===== src/rtl/adc_spi_pkg.sv =====
// Shared definitions for the 8-channel 12-bit serial ADC link,
// used by both the converter-side responder and the ADC controller.
package adc_spi_pkg;

    localparam int DATA_W          = 12;
    localparam int NCH             = 8;
    localparam int FRAME_BITS      = 16;
    localparam int LEAD_ZEROS      = FRAME_BITS - DATA_W;
    localparam int CH_W            = $clog2(NCH);
    localparam int CNT_W           = $clog2(FRAME_BITS + 1);
    localparam int ADDR_RISE_FIRST = 3;
    localparam int ADDR_RISE_LAST  = 5;

    typedef enum logic {
        IDLE   = 1'b0,
        ACTIVE = 1'b1
    } state_t;

    // Serial frame for one channel: leading zeros followed by the sample, MSB first.
    function automatic logic [FRAME_BITS-1:0] frame_word(
        input logic [NCH*DATA_W-1:0] ch_data,
        input logic [CH_W-1:0]       ch
    );
        int idx;
        idx = int'(ch);
        return {{LEAD_ZEROS{1'b0}}, ch_data[idx*DATA_W +: DATA_W]};
    endfunction

endpackage


===== src/rtl/sync_edge_det.sv =====
// Multi-flop synchronizer for an asynchronous pin, with a registered copy
// of the synchronized level that yields single-cycle rise/fall strobes.
module sync_edge_det #(
    parameter int   STAGES    = 2,
    parameter logic RESET_VAL = 1'b0
) (
    input  logic clk,
    input  logic rst_n,
    input  logic async_in,
    output logic level,
    output logic rise,
    output logic fall
);

    logic [STAGES-1:0] chain;
    logic              prev;

    // RESET_VAL lets idle-high pins (chip select) come out of reset without a false edge.
    always_ff @(posedge clk or negedge rst_n) begin
        if (!rst_n) begin
            chain <= {STAGES{RESET_VAL}};
            prev  <= RESET_VAL;
        end else begin
            chain <= {chain[STAGES-2:0], async_in};
            prev  <= chain[STAGES-1];
        end
    end

    assign level = chain[STAGES-1];
    assign rise  = chain[STAGES-1] & ~prev;
    assign fall  = ~chain[STAGES-1] & prev;

endmodule


===== src/rtl/adc_spi_responder.sv =====
// Converter-side model of the serial ADC: decodes the controller's SPI frame,
// captures the next channel address and shifts out 16-bit sample frames.
module adc_spi_responder
    import adc_spi_pkg::*;
#(
    parameter int SYNC_STAGES = 2
) (
    input  logic                  iCLK,
    input  logic                  iRST,
    input  logic                  iSCLK,
    input  logic                  iCS_n,
    input  logic                  iDIN,
    input  logic [NCH*DATA_W-1:0] iCH_DATA,
    output logic                  oDOUT,
    output logic                  oDOUT_EN,
    output logic [CH_W-1:0]       oCH,
    output logic                  oFRAME_DONE,
    output logic                  oABORT
);

    localparam logic [CNT_W-1:0] CNT_FULL   = CNT_W'(FRAME_BITS);
    localparam logic [CNT_W-1:0] CNT_LAST   = CNT_W'(FRAME_BITS - 1);
    localparam logic [CNT_W-1:0] ADDR_FIRST = CNT_W'(ADDR_RISE_FIRST);
    localparam logic [CNT_W-1:0] ADDR_LAST  = CNT_W'(ADDR_RISE_LAST);
    localparam logic [CNT_W-1:0] CNT_ONE    = CNT_W'(1);

    logic sclk_level, sclk_rise, sclk_fall;
    logic cs_level, cs_rise, cs_fall;
    logic din_level, din_rise, din_fall;

    state_t                state, state_n;
    logic [CNT_W-1:0]      rise_cnt, rise_cnt_n;
    logic [CNT_W-1:0]      fall_cnt, fall_cnt_n;
    logic [CNT_W-1:0]      rise_inc;
    logic [FRAME_BITS-1:0] shift, shift_n;
    logic [CH_W-1:0]       next_ch, next_ch_n;
    logic [CH_W-1:0]       ch, ch_n;
    logic                  frame_done, frame_done_n;
    logic                  abort, abort_n;
    logic                  dout, dout_en;

    sync_edge_det #(.STAGES(SYNC_STAGES), .RESET_VAL(1'b0)) u_sync_sclk (
        .clk      (iCLK),
        .rst_n    (iRST),
        .async_in (iSCLK),
        .level    (sclk_level),
        .rise     (sclk_rise),
        .fall     (sclk_fall)
    );

    sync_edge_det #(.STAGES(SYNC_STAGES), .RESET_VAL(1'b1)) u_sync_cs (
        .clk      (iCLK),
        .rst_n    (iRST),
        .async_in (iCS_n),
        .level    (cs_level),
        .rise     (cs_rise),
        .fall     (cs_fall)
    );

    // DIN goes through the same depth as SCLK so it stays aligned with the SCLK rise.
    sync_edge_det #(.STAGES(SYNC_STAGES), .RESET_VAL(1'b0)) u_sync_din (
        .clk      (iCLK),
        .rst_n    (iRST),
        .async_in (iDIN),
        .level    (din_level),
        .rise     (din_rise),
        .fall     (din_fall)
    );

    always_ff @(posedge iCLK or negedge iRST) begin
        if (!iRST) begin
            state      <= IDLE;
            rise_cnt   <= '0;
            fall_cnt   <= '0;
            shift      <= '0;
            next_ch    <= '0;
            ch         <= '0;
            frame_done <= 1'b0;
            abort      <= 1'b0;
        end else begin
            state      <= state_n;
            rise_cnt   <= rise_cnt_n;
            fall_cnt   <= fall_cnt_n;
            shift      <= shift_n;
            next_ch    <= next_ch_n;
            ch         <= ch_n;
            frame_done <= frame_done_n;
            abort      <= abort_n;
        end
    end

    always_comb begin
        state_n      = state;
        rise_cnt_n   = rise_cnt;
        fall_cnt_n   = fall_cnt;
        shift_n      = shift;
        next_ch_n    = next_ch;
        ch_n         = ch;
        frame_done_n = 1'b0;
        abort_n      = 1'b0;
        dout         = 1'b0;
        dout_en      = 1'b0;
        rise_inc     = rise_cnt + CNT_ONE;

        case (state)
            IDLE: begin
                if (cs_fall) begin
                    shift_n    = frame_word(iCH_DATA, ch);
                    rise_cnt_n = '0;
                    fall_cnt_n = '0;
                    state_n    = ACTIVE;
                end
            end

            ACTIVE: begin
                dout_en = 1'b1;
                dout    = shift[FRAME_BITS-1];
                if (cs_rise) begin
                    state_n = IDLE;
                    // next_ch always equals ch at a frame start, so restoring it undoes a partial address.
                    if (rise_cnt != '0 && rise_cnt < CNT_FULL) begin
                        abort_n   = 1'b1;
                        next_ch_n = ch;
                    end
                end else if (sclk_rise && rise_cnt < CNT_FULL) begin
                    rise_cnt_n = rise_inc;
                    if (rise_inc >= ADDR_FIRST && rise_inc <= ADDR_LAST) begin
                        next_ch_n = {next_ch[CH_W-2:0], din_level};
                    end
                    if (rise_inc == CNT_FULL) begin
                        frame_done_n = 1'b1;
                        ch_n         = next_ch;
                    end
                end else if (sclk_fall && fall_cnt < CNT_FULL) begin
                    if (fall_cnt == CNT_LAST) begin
                        shift_n    = frame_word(iCH_DATA, ch);
                        rise_cnt_n = '0;
                        fall_cnt_n = '0;
                    end else begin
                        fall_cnt_n = fall_cnt + CNT_ONE;
                        shift_n    = {shift[FRAME_BITS-2:0], 1'b0};
                    end
                end
            end

            default: state_n = IDLE;
        endcase
    end

    assign oDOUT       = dout;
    assign oDOUT_EN    = dout_en;
    assign oCH         = ch;
    assign oFRAME_DONE = frame_done;
    assign oABORT      = abort;

endmodule

===== config.mk =====
export PLATFORM = sky130hd
export DESIGN_NAME = adc_spi_responder
export DESIGN_NICKNAME = d
export VERILOG_FILES = /design/src/rtl/adc_spi_pkg.sv /design/src/rtl/sync_edge_det.sv /design/src/rtl/adc_spi_responder.sv
export SDC_FILE = /design/constraint.sdc
export NUM_CORES = 1
export LEC_CHECK = 0
export ABC_AREA = 1
export ABC_CLOCK_PERIOD_IN_PS = 1700
export BUFFER_PORTS_ARGS = -buffer_cell sky130_fd_sc_hd__buf_4
export CORE_MARGIN = 8
export CORE_UTILIZATION = 39
export DETAILED_ROUTE_END_ITERATION = 10
export PLACE_DENSITY = 0.76
export SKIP_CTS_REPAIR_TIMING = 1
export SKIP_LAST_GASP = 1
export SYNTH_ARGS = -nofsm -noshare
export SYNTH_HDL_FRONTEND = slang
export SYNTH_SLANG_ARGS = --single-unit

===== constraint.sdc =====
create_clock -name iCLK -period 1.7 [get_ports iCLK]
set_input_delay 0.085 -clock iCLK [delete_from_list [all_inputs] [get_ports iCLK]]
set_output_delay 0.085 -clock iCLK [all_outputs]
set_load 0.1 [all_outputs]

==> impl_results.md, run 1 <==
- Run status: complete, no violations
- Clock share of power: 0.289
- CP Capture Type: flip-flop
- R2r startpoint: rise_cnt[0]
- Worst Hold Path Cells: 5
- Finish-stage setup viols: 0
- Pint: approximately 2000 µW
- Initial core utilization: 0.404
- Worst R2R End: next_ch[0]
- Core area: roughly 6800 µm²
- Post-Synthesis Net Count: 499
- Final wirelength: between 8000 and 9000 µm
- Pins Over Slew Limit: 0
- Layout fillers: 636
- Core Rows: 30
- Max frequency: 611 MHz
- Main combinational cell family by area after synthesis: simple AND/OR/NAND/NOR gates
- XOR/XNOR Fraction of Synth Area: 0.00638
- Die Ht: 99.9 µm
- Multi-input logic area: 1500 µm²
- Min-Delay Path Class: in2reg
- Commonest non-fill, non-tap cell in the layout: nand2_1
- Crit-path max FO: 7
- Cell mode on critical path: nand2_1
- CTS Buffer Depth: 2
- Slew margin rel.: 0.641
- GP Congestion: ~0.86
- Worst path slowest cell: dfrtp_2
- DRC: 0
- Routed via count: slightly above 3000
- FF/Latch Area: between 1000 and 1500 µm²
- Layout cells sized above 1: 0.298
- Detailed Route Iter0 Violations: 182
- Later-pin clock latency in the skew report: about 300 ps
- Root Buffer: clkbuf_8
- Simple-gate share of the synthesized area: 0.395
- Final setup margin: 62.6 ps
- Combinational group share of total power: 0.250
- Number of global-route vias before repair: between 2000 and 3000
- Worst endpoint required time: about 1900 ps
- Post-DRT Antenna Nets: 0
- Die area: about 10000 µm²
- Compound-Gate Fraction of Synth Area: 0.100
- Area grow syn2layout: 39.9%
- Post-Syn Area: roughly 2700 µm²
- Cell Pwr Density: around 730 nW/µm²
- Fin crit share: 0.963
- Cts bufs inserted: 5
- Routed len/inst: roughly 15 µm
- Mux contribution to synthesized area: 0.00729
- Final hold vios: 0
- Most frequent cells in the layout: nand2_1, buf_4, nand3_1
- Critical path class: reg2reg
- Critical path buffer and inverter count: 1
- RSZ-0062 raised after global routing: true
- Clk slew on worst S/H paths: about 80 ps
- Psw: 817 µW
- Synthesis-stage register bit count: 43
- Sw frac: 0.289
- Total Routing Usage GR: 0.167
- Hold path endpoint: shift[0]
- Placed Instances: between 500 and 600
- R2R cell count: 11
- Clock Skews: between 6 and 7 ps
- Seq/Total Area, Yosys: 0.393
- PortBufs: roughly 110
- Crit-path cells: ha_4, nand3_1, clkinv_1, nand2_1, nand2_1, nor2_1, nand3_1, nand2_2, nand2_2, nand2_1, nand2_1
- Flop-to-flop setup slack: ~63 ps
- Seq pwr share: 0.460
- Cells after Synth: slightly below 400
- Setup TNS: 0 ps
- Num ports: roughly 110
- Non-filler cells in the finished layout: slightly below 600
- Slew at the pin closest to its max-slew limit: 539 ps
- Pre-CTS WS: between 5 and 6 ps
- Cell Area, Placed: roughly 3700 µm²
- Tmin final: about 1600 ps
- Cell family with most CP delay: simple AND/OR/NAND/NOR gates
- Design Area, Final: 3840 µm²
- Drt via density: about 5
- TritonCTS clock tree: yes
- Max-cap violation count: 0
- VDD IR max: ~0.55 mV
- Final-stage net count: approximately 600
- Die width: 99.9 µm
- DRT Pass-1 Iters: 4
- First-pass GRT wire length: between 10000 and 15000 µm
- H-tree depth: 2
- Syn_area_per_cell: ~7 µm²
- Clock sink count: 43
- Total overflow reported by the global router: 0
- Antenna violations before repair: 0
- CP max stage delay: around 480 ps
- HPWL Detailed: approximately 6400 µm
- Area share of fa/ha/maj cells after synthesis: 0.0273
- Distinct cells, synth: 31
- Antenna diodes: 0
- Ys Warns: 0
- Startpoint Class: flip-flop
- Largest net degree at the start of global routing: 50
- CP arrival: between 1500 and 2000 ps
- Worst Hold Launch: iCH_DATA[48]
- Utilization after layout: 0.566
- Pleak: 0.00192 µW
[kinds of logic after synthesis]
| logic type | count (synthesis) |
|---|---|
| compound gates | 40 |
| xor+xnor | 2 |
| fa+ha+maj | 6 |
| buf+inv | 47 |
| flops | 43 |
| mux | 2 |
| simple gates | 252 |
[worst max path at each step]
stage                       startpoint     endpoint  depth (start not counted)
floorplan                        state  rise_cnt[4]                          7
global placement    u_sync_cs.chain[1]  fall_cnt[0]                          7
detailed placement  u_sync_cs.chain[1]  fall_cnt[0]                          7
CTS                        rise_cnt[0]   next_ch[0]                          9
global route               rise_cnt[0]   next_ch[2]                         11
finish                     rise_cnt[0]   next_ch[0]                         11
[worst min-delay path: stages]
cell and delay [ps]:
buf_4 80, nor2_1 30, o221ai_1 160, nand3_1 100, nand2_1 80
[power groups by stage]
stage	Clock (µW)	Combinational [µW]	Sequential, µW
global placement	0	666	1310
CTS	836	695	1300
global route	879	788	1320
detailed placement	0	690	1320
floorplan	0	383	1310
finish	817	707	1300
[synth_stat cells (all sizes together)]
| library cell | n | area share |
|---|---|---|
| buf | 10 | 0.020 |
| nand2b | 1 | 0.0023 |
| nor3b | 1 | 0.0046 |
| dfstp | 3 | 0.029 |
| nand2 | 140 | 0.19 |
| o211ai | 11 | 0.030 |
| nand3 | 94 | 0.17 |
| nor2 | 11 | 0.015 |
| inv | 24 | 0.033 |
| mux2i | 2 | 0.0073 |
| clkinv | 1 | 0.0014 |
| o221ai | 2 | 0.0064 |
| o31ai | 1 | 0.0027 |
| a21oi | 5 | 0.015 |
| o22ai | 6 | 0.014 |
| xnor2 | 2 | 0.0064 |
| o21ai | 15 | 0.033 |
| nor3 | 2 | 0.0036 |
| clkbuf | 12 | 0.016 |
| nand4 | 3 | 0.0068 |
| dfrtp | 40 | 0.36 |
| ha | 6 | 0.027 |
[layout make-up]
| type | instances | share of cell area |
|---|---|---|
| multi-input cells | 302 | 0.390 |
| flip-flops and latches | 43 | 0.283 |
| repair buffers | 118 | 0.240 |
| well taps | 96 | 0.0312 |
| inverters | 25 | 0.0251 |
| clock buffers | 6 | 0.0215 |
| clock inverters | 2 | 0.00911 |
[stage by stage]
| stage | total power [µW] | hold WS (ps) |
|---|---|---|
| floorplan | 1690 | -211 |
| global placement | 1980 | 103 |
| detailed placement | 2000 | 111 |
| CTS | 2830 | -220 |
| global route | 2990 | 280 |
| finish | 2820 | 262 |
[layer usage]
metal / track usage / vias up / routed length (µm)
met4: 0.0419 / 0 / 113
met2: 0.264 / 115 / 3950
met5: 0 / - / 0
met1: 0.216 / 1384 / 3760
met3: 0.0484 / 8 / 821
li1: - / 1509 / -
[registers in the layout, summed over array words and instances (netlist names), 2 cells and up]
register / cells
shift: 16
fall_cnt: 5
rise_cnt: 5
next_ch: 3
oCH: 3
u_sync_cs.chain: 2
u_sync_din.chain: 2
u_sync_sclk.chain: 2
No activity file was read; power rests on OpenSTA's default activity.
==> run 2: changes to the inputs <==
- MAX_ROUTING_LAYER: unset -> met4
==> run 2 against run 1 <==
Net effect:
- critical path depth unchanged
- worst setup slack worse by 4.0 ps
- sequential share of layout area unchanged
- hold slack better by 7.3 ps
- clock power about the same
- wire length down 0.22%
- global-route usage up 0.49 points
- cell count unchanged
- core utilization unchanged
- via count up 0.73%
==> impl_results.md, run 2 (synthesized netlist as in run 1, its figures left out) <==
- Top reg by flops: shift
- Worst endpoint required time: 1890 ps (about the same)
- Run status: complete, no violations
- Clock share of power: 0.288 (about the same)
- Root Buffer: clkbuf_8
- Finish-stage setup viols: 0 (unchanged)
- Total overflow reported by the global router: 0 (unchanged)
- Max reg flops: 16 (unchanged)
- Startpoint Class: flip-flop
- RSZ-0062 raised after global routing: true
- Final hold slack: 269 ps (+7.33 ps)
- Clock Skews: 5.96 ps (-0.448 ps)
- Sw frac: 0.289 (-0.000777)
- Non-filler cells in the finished layout: 592 (unchanged)
- Final wirelength: 8630 µm (-0.22%)
- Placed Instances: 580 (unchanged)
- Seq pwr share: 0.461 (about the same)
- CTS Buffer Depth: 2 (unchanged)
- Core Rows: 30 (unchanged)
- Clk slew on worst S/H paths: 80 ps (about the same)
- Number of global-route vias before repair: 2771 (+0.072%)
- Area grow syn2layout: 39.9% (unchanged)
- Cts bufs inserted: 5 (unchanged)
- First-pass GRT wire length: 13600 µm (+0.15%)
- Later-pin clock latency in the skew report: 300 ps (about the same)
- Die Ht: 99.9 µm (unchanged)
- Tmin final: 1640 ps (+4.00 ps)
- DRC: 0 (unchanged)
- Min-Delay Path Class: in2reg
- TritonCTS clock tree: yes
- Clock sink count: 43 (unchanged)
- Layout cells sized above 1: 0.298 (unchanged)
- Crit-path cells: ha_4, nand3_1, clkinv_1, nand2_1, nand2_1, nor2_1, nand3_1, nand2_2, nand2_2, nand2_1, nand2_1
- Utilization after layout: 0.566 (unchanged)
- Num ports: 108 (unchanged)
- Commonest non-fill, non-tap cell in the layout: nand2_1
- Routed via count: 3038 (+0.73%)
- Initial core utilization: 0.404 (unchanged)
- Max frequency: 609 MHz (-0.24%)
- CP Capture Type: flip-flop
- Cell mode on critical path: nand2_1
- HPWL Detailed: 6420 µm (unchanged)
- Slew at the pin closest to its max-slew limit: 547 ps (+8.24 ps)
- VDD IR max: 0.553 mV (+0.40%)
- CP max stage delay: 480 ps (about the same)
- Post-DRT Antenna Nets: 0 (unchanged)
- Die area: 9990 µm² (unchanged)
- Core area: 6790 µm² (unchanged)
- Routed len/inst: 14.6 µm (-0.22%)
- Max-cap violation count: 0 (unchanged)
- Antenna diodes: 0 (unchanged)
- Final hold vios: 0 (unchanged)
- Worst path slowest cell: dfrtp_2
- Fin crit share: 0.966 (+0.00236)
- Largest net degree at the start of global routing: 50 (unchanged)
- Die width: 99.9 µm (unchanged)
- Pint: 2010 µW (about the same)
- Antenna violations before repair: 0 (unchanged)
- Combinational group share of total power: 0.250 (about the same)
- Final setup margin: 58.6 ps (-4.00 ps)
- Drt via density: 5.13 (+0.73%)
- Slew margin rel.: 0.635 (-0.00550)
- Detailed Route Iter0 Violations: 151 (-17%)
- Psw: 814 µW (-0.38%)
- Crit-path max FO: 7 (unchanged)
- DRT Pass-1 Iters: 4 (unchanged)
- Most frequent cells in the layout: nand2_1, buf_4, nand3_1
- Final-stage net count: 602 (unchanged)
- Pleak: 0.00192 µW (unchanged)
- PortBufs: 107 (unchanged)
- H-tree depth: 2 (unchanged)
- Critical path class: reg2reg
- GP Congestion: 0.870 (+1.6%)
- Cell Pwr Density: 734 nW/µm² (-0.11%)
- Leading registers by flop count: shift: 16 flops, fall_cnt: 5 flops, rise_cnt: 5 flops
- Pins Over Slew Limit: 0 (unchanged)
- Total Routing Usage GR: 0.171 (+0.00488)
- Pre-CTS WS: 5.92 ps (unchanged)
- CP arrival: 1830 ps (about the same)
==> run 2: metal layers <==
layer | global-route usage | up-vias | part of all wire
met4 | 0.0419 | 0 | 0.013
met1 | 0.218 | 1381 | 0.45
met3 | 0.0464 | 8 | 0.093
met5 | - | - | 0
li1 | - | 1513 | -
met2 | 0.264 | 136 | 0.45
==> run 2: metrics by stage <==
step                      cell area (µm²)  total power [µW]  setup TNS (ps)
after floorplan                      2760              1690               0
after global placement               3650              1980               0
after detailed placement             3650              2000               0
after CTS                            3770              2830           -37.6
after global routing                 3840              2990           -95.0
final                                3840              2820               0
==> run 2: cell type report <==
cell class                 count  area [µm²]
fill                         636        2950
tap                           96         120
inverter                      25        96.3
multi-input combinational    302        1500
sequential                    43        1090
timing repair buffer         118         921
clock buffer                   6        82.6
clock inverter                 2        35.0
==> run 2: worst max-delay path: cells and delay by family (launching register included) <==
kind / cells / cell delay (ps)
simple gates: 9 / 750
buf+inv: 1 / 100
flops: 1 / 480
fa+ha+maj: 1 / 200
==> run 2: path summary, 6_finish.rpt <==
path,startpoint,to,slack (ps),depth (start not counted)
worst min register to register,u_sync_cs.chain[0],u_sync_cs.chain[1],360,0
worst max-delay path,rise_cnt[0],next_ch[0],60,11
max in group asynchronous,iRST,oCH[1],960,2
worst min-delay path,iCH_DATA[48],shift[0],270,5
worst max register to register,rise_cnt[0],next_ch[0],60,11
min in group asynchronous,iRST,u_sync_sclk.chain[1],300,2
==> run 2: power groups by stage <==
| stage | Sequential, µW | Combinational (µW) | Clock, µW |
|---|---|---|---|
| 2_1_floorplan | 1310 | 383 | 0 |
| 3_3_place_gp | 1310 | 666 | 0 |
| 3_5_place_dp | 1320 | 690 | 0 |
| 4_1_cts | 1300 | 695 | 836 |
| 5_1_grt | 1320 | 788 | 879 |
| 6_report | 1300 | 706 | 814 |
==> run 3: changes to the inputs <==
- ABC_CLOCK_PERIOD_IN_PS: 1700 -> 1400
- GPL_TIMING_DRIVEN: unset -> 0
- PLACE_DENSITY: 0.76 -> 0.79
- SKIP_CTS_REPAIR_TIMING: 1 -> unset
- clock period: 1.7 -> 1.4 ns (I/O delays scaled with it)
==> run 3 against run 2 <==
Net effect:
- the flow now finishes with violations (setup timing)
- critical path depth fell by 4
- die area did not move
- worst setup slack got worse by 210 ps
- clock-buffer cell count did not move
- maximum frequency rose by 5.8%
- first-iteration DRC count rose by 57%
- hold slack got worse by 45 ps
- clock power fell by 4.9%
- design area rose by 17%
- flip-flop and latch count did not move
- cell count rose by 6.3%
- non-clock buffer count rose by 37
==> impl_results.md, run 3 (synthesized netlist as in run 1, its figures left out) <==
- First-pass GRT wire length: 15200 µm (+12%)
- Placed Instances: 595 (+2.6%)
- Final Total Pwr: 3480 µW (+23%)
- DRT Pass-1 Iters: 4 (unchanged)
- Pint: 2360 µW (+18%)
- Run status: complete, but fails checks
- Initial core utilization: 0.404 (unchanged)
- Pins Over Slew Limit: 0 (unchanged)
- Antenna diodes: 0 (unchanged)
- Antenna violations before repair: 0 (unchanged)
- R2R cell count: 7 (-4)
- Max frequency: 645 MHz (+5.8%)
- Hold path endpoint: shift[0]
- Utilization after layout: 0.661 (+0.0954)
- WL met3: 914 µm (+13%)
- Startpoint Class: flip-flop
- Pleak: 0.00219 µW (+14%)
- Critical path class: reg2reg
- Critical path buffer and inverter count: 1 (unchanged)
- Commonest non-fill, non-tap cell in the layout: buf_4
- Pre-CTS WS: -188 ps (-194 ps)
- Cts bufs inserted: 5 (unchanged)
- Clock Skews: 8.04 ps (+2.07 ps)
- Final setup margin: -151 ps (-210 ps)
- Die width: 99.9 µm (unchanged)
- H-tree depth: 2 (unchanged)
- Area grow syn2layout: 63.5%
- Min-Delay Path Class: in2reg
- Post-DRT Antenna Nets: 0 (unchanged)
- Worst path slowest cell: dfstp_2
- Final hold vios: 0 (unchanged)
- Max reg flops: 16 (unchanged)
- Non-filler cells in the finished layout: 629 (+6.3%)
- Final wirelength: 10600 µm (+23%)
- TritonCTS clock tree: yes
- Leading registers by flop count: shift: 16 flops, fall_cnt: 5 flops, rise_cnt: 5 flops
- CP max stage delay: 580 ps (+100 ps)
- CTS Buffer Depth: 2 (unchanged)
- Worst endpoint required time: 1620 ps (-270 ps)
- Worst R2R End: rise_cnt[4]
- Cell Pwr Density: 774 nW/µm² (+5.5%)
- PortBufs: 107 (unchanged)
- Detailed Route Iter0 Violations: 237 (+57%)
- Worst Hold Launch: iCH_DATA[0]
- CP Capture Type: flip-flop
- Die area: 9990 µm² (unchanged)
- Sw frac: 0.321 (+0.0328)
- Num ports: 108 (unchanged)
- GP Congestion: 0.920 (+5.8%)
- Max-cap violation count: 0 (unchanged)
- Clock sink count: 43 (unchanged)
- Number of global-route vias before repair: 3191 (+15%)
- VDD IR max: 0.744 mV (+35%)
- Core area: 6790 µm² (unchanged)
- Routed len/inst: 16.9 µm (+16%)
- Drt via density: 5.35 (+4.3%)
- Finish-stage setup viols: 29 (+29)
- Root Buffer: clkbuf_8
- Tmin final: 1550 ps (-90.2 ps)
- DRC: 0 (unchanged)
- Top sig layer: met4
- RSZ-0062 raised after global routing: true
- Cell mode on critical path: o21ai_4
- Crit-path max FO: 7 (unchanged)
- Flop-to-flop setup slack: -150 ps (-210 ps)
- Seq pwr share: 0.453 (-0.008)
- Slew at the pin closest to its max-slew limit: 564 ps (+17.0 ps)
- Core Rows: 30 (unchanged)
- R2r startpoint: u_sync_cs.prev
- CP arrival: 1780 ps (-50 ps)
- Slew margin rel.: 0.624 (-0.0113)
- Final-stage net count: 639 (+6.1%)
- Clk slew on worst S/H paths: 80 ps (about the same)
- Fin crit share: 1.11 (+0.143)
- Die Ht: 99.9 µm (unchanged)
- Clock share of power: 0.223 (-0.065)
- Failing checks: setup timing
- Layout cells sized above 1: 0.437 (+0.139)
- Total overflow reported by the global router: 0 (unchanged)
- Cell family with most CP delay: compound AO/OA/AOI/OAI gates
- Top reg by flops: shift
- Most frequent cells in the layout: buf_4, nand2_1, nand3_1
- Met2 wire length: 5260 µm (+36%)
- Worst Hold Path Cells: 5 (unchanged)
- Later-pin clock latency in the skew report: 300 ps (about the same)
- Combinational group share of total power: 0.325 (+0.075)
- HPWL Detailed: 7450 µm (+16%)
- Crit-path cells: nand2_2, a21oi_4, o21ai_4, buf_6, o21ai_4, nor2_1, a21oi_1
- Largest net degree at the start of global routing: 44 (-12%)
- Routed via count: 3368 (+11%)
- Total Routing Usage GR: 0.191 (+0.0193)
- Psw: 1120 µW (+37%)
- Post-Route M1 WL: 4160 µm (+8.0%)
==> run 3: changes by cell type in the layout (fill, tap and decap cells not counted), sizes merged <==
cell      before  now
clkinvlp       0    1
clkbuf         6   15
bufinv         1    0
buf          114  142
==> run 3: worst max path at each step <==
stage                         from     endpoint  slack (ps)  cells past startpoint
CTS                 u_sync_cs.prev  rise_cnt[4]         -90                      7
floorplan                    state  rise_cnt[4]         -80                      7
global route           rise_cnt[0]   next_ch[1]        -230                      8
global placement       fall_cnt[0]     shift[1]        -160                      6
detailed placement     rise_cnt[0]   next_ch[0]        -190                     10
finish              u_sync_cs.prev  rise_cnt[4]        -150                      7
==> run 3: power by group through the flow <==
stage	combinational, µW	clock [µW]	sequential [µW]
final	1130	774	1570
after global placement	837	0	1590
after global routing	1230	833	1600
after floorplan	484	0	1590
after CTS	988	770	1570
after detailed placement	866	0	1600
==> run 3: repair_timing <==
item,CTS,global route
hold endpoints to repair,43,0
gates cloned,0,5
pin swaps,12,36
setup endpoints to repair,31,32
buffers inserted,12,6
gates resized for setup,35,64
hold buffers,4,0
==> run 3: worst register-to-register path: stages (launching register included) <==
cell	delay [ps]
dfstp_2	580
nand2_2	80
a21oi_4	160
o21ai_4	90
buf_6	150
o21ai_4	210
nor2_1	80
a21oi_1	130
==> run 3: cell type report <==
type | instances | area, µm²
plain buffers | 21 | 235
clock buffers | 6 | 72.6
clock inverters | 2 | 12.5
fillers | 517 | 2300
inverters | 25 | 126
multi-input cells | 302 | 1740
flip-flops and latches | 43 | 1100
well taps | 96 | 120
repair buffers | 134 | 1090
==> run 3: stage by stage <==
stage	hold slack (ps)	instance area, µm²	TNS, ps
5_1_grt	251	4490	-3770
3_3_place_gp	88.7	3810	-2380
3_5_place_dp	93.6	3810	-3270
2_1_floorplan	-226	2880	-1170
4_1_cts	217	4130	-914
6_report	225	4490	-2020
==> run 3: layer usage <==
metal  global-route usage  vias to the layer above
met1                0.219                     1598
met3               0.0457                       24
met2                0.324                      157
met5                    -                        -
met4               0.0536                        0
li1                     -                     1589
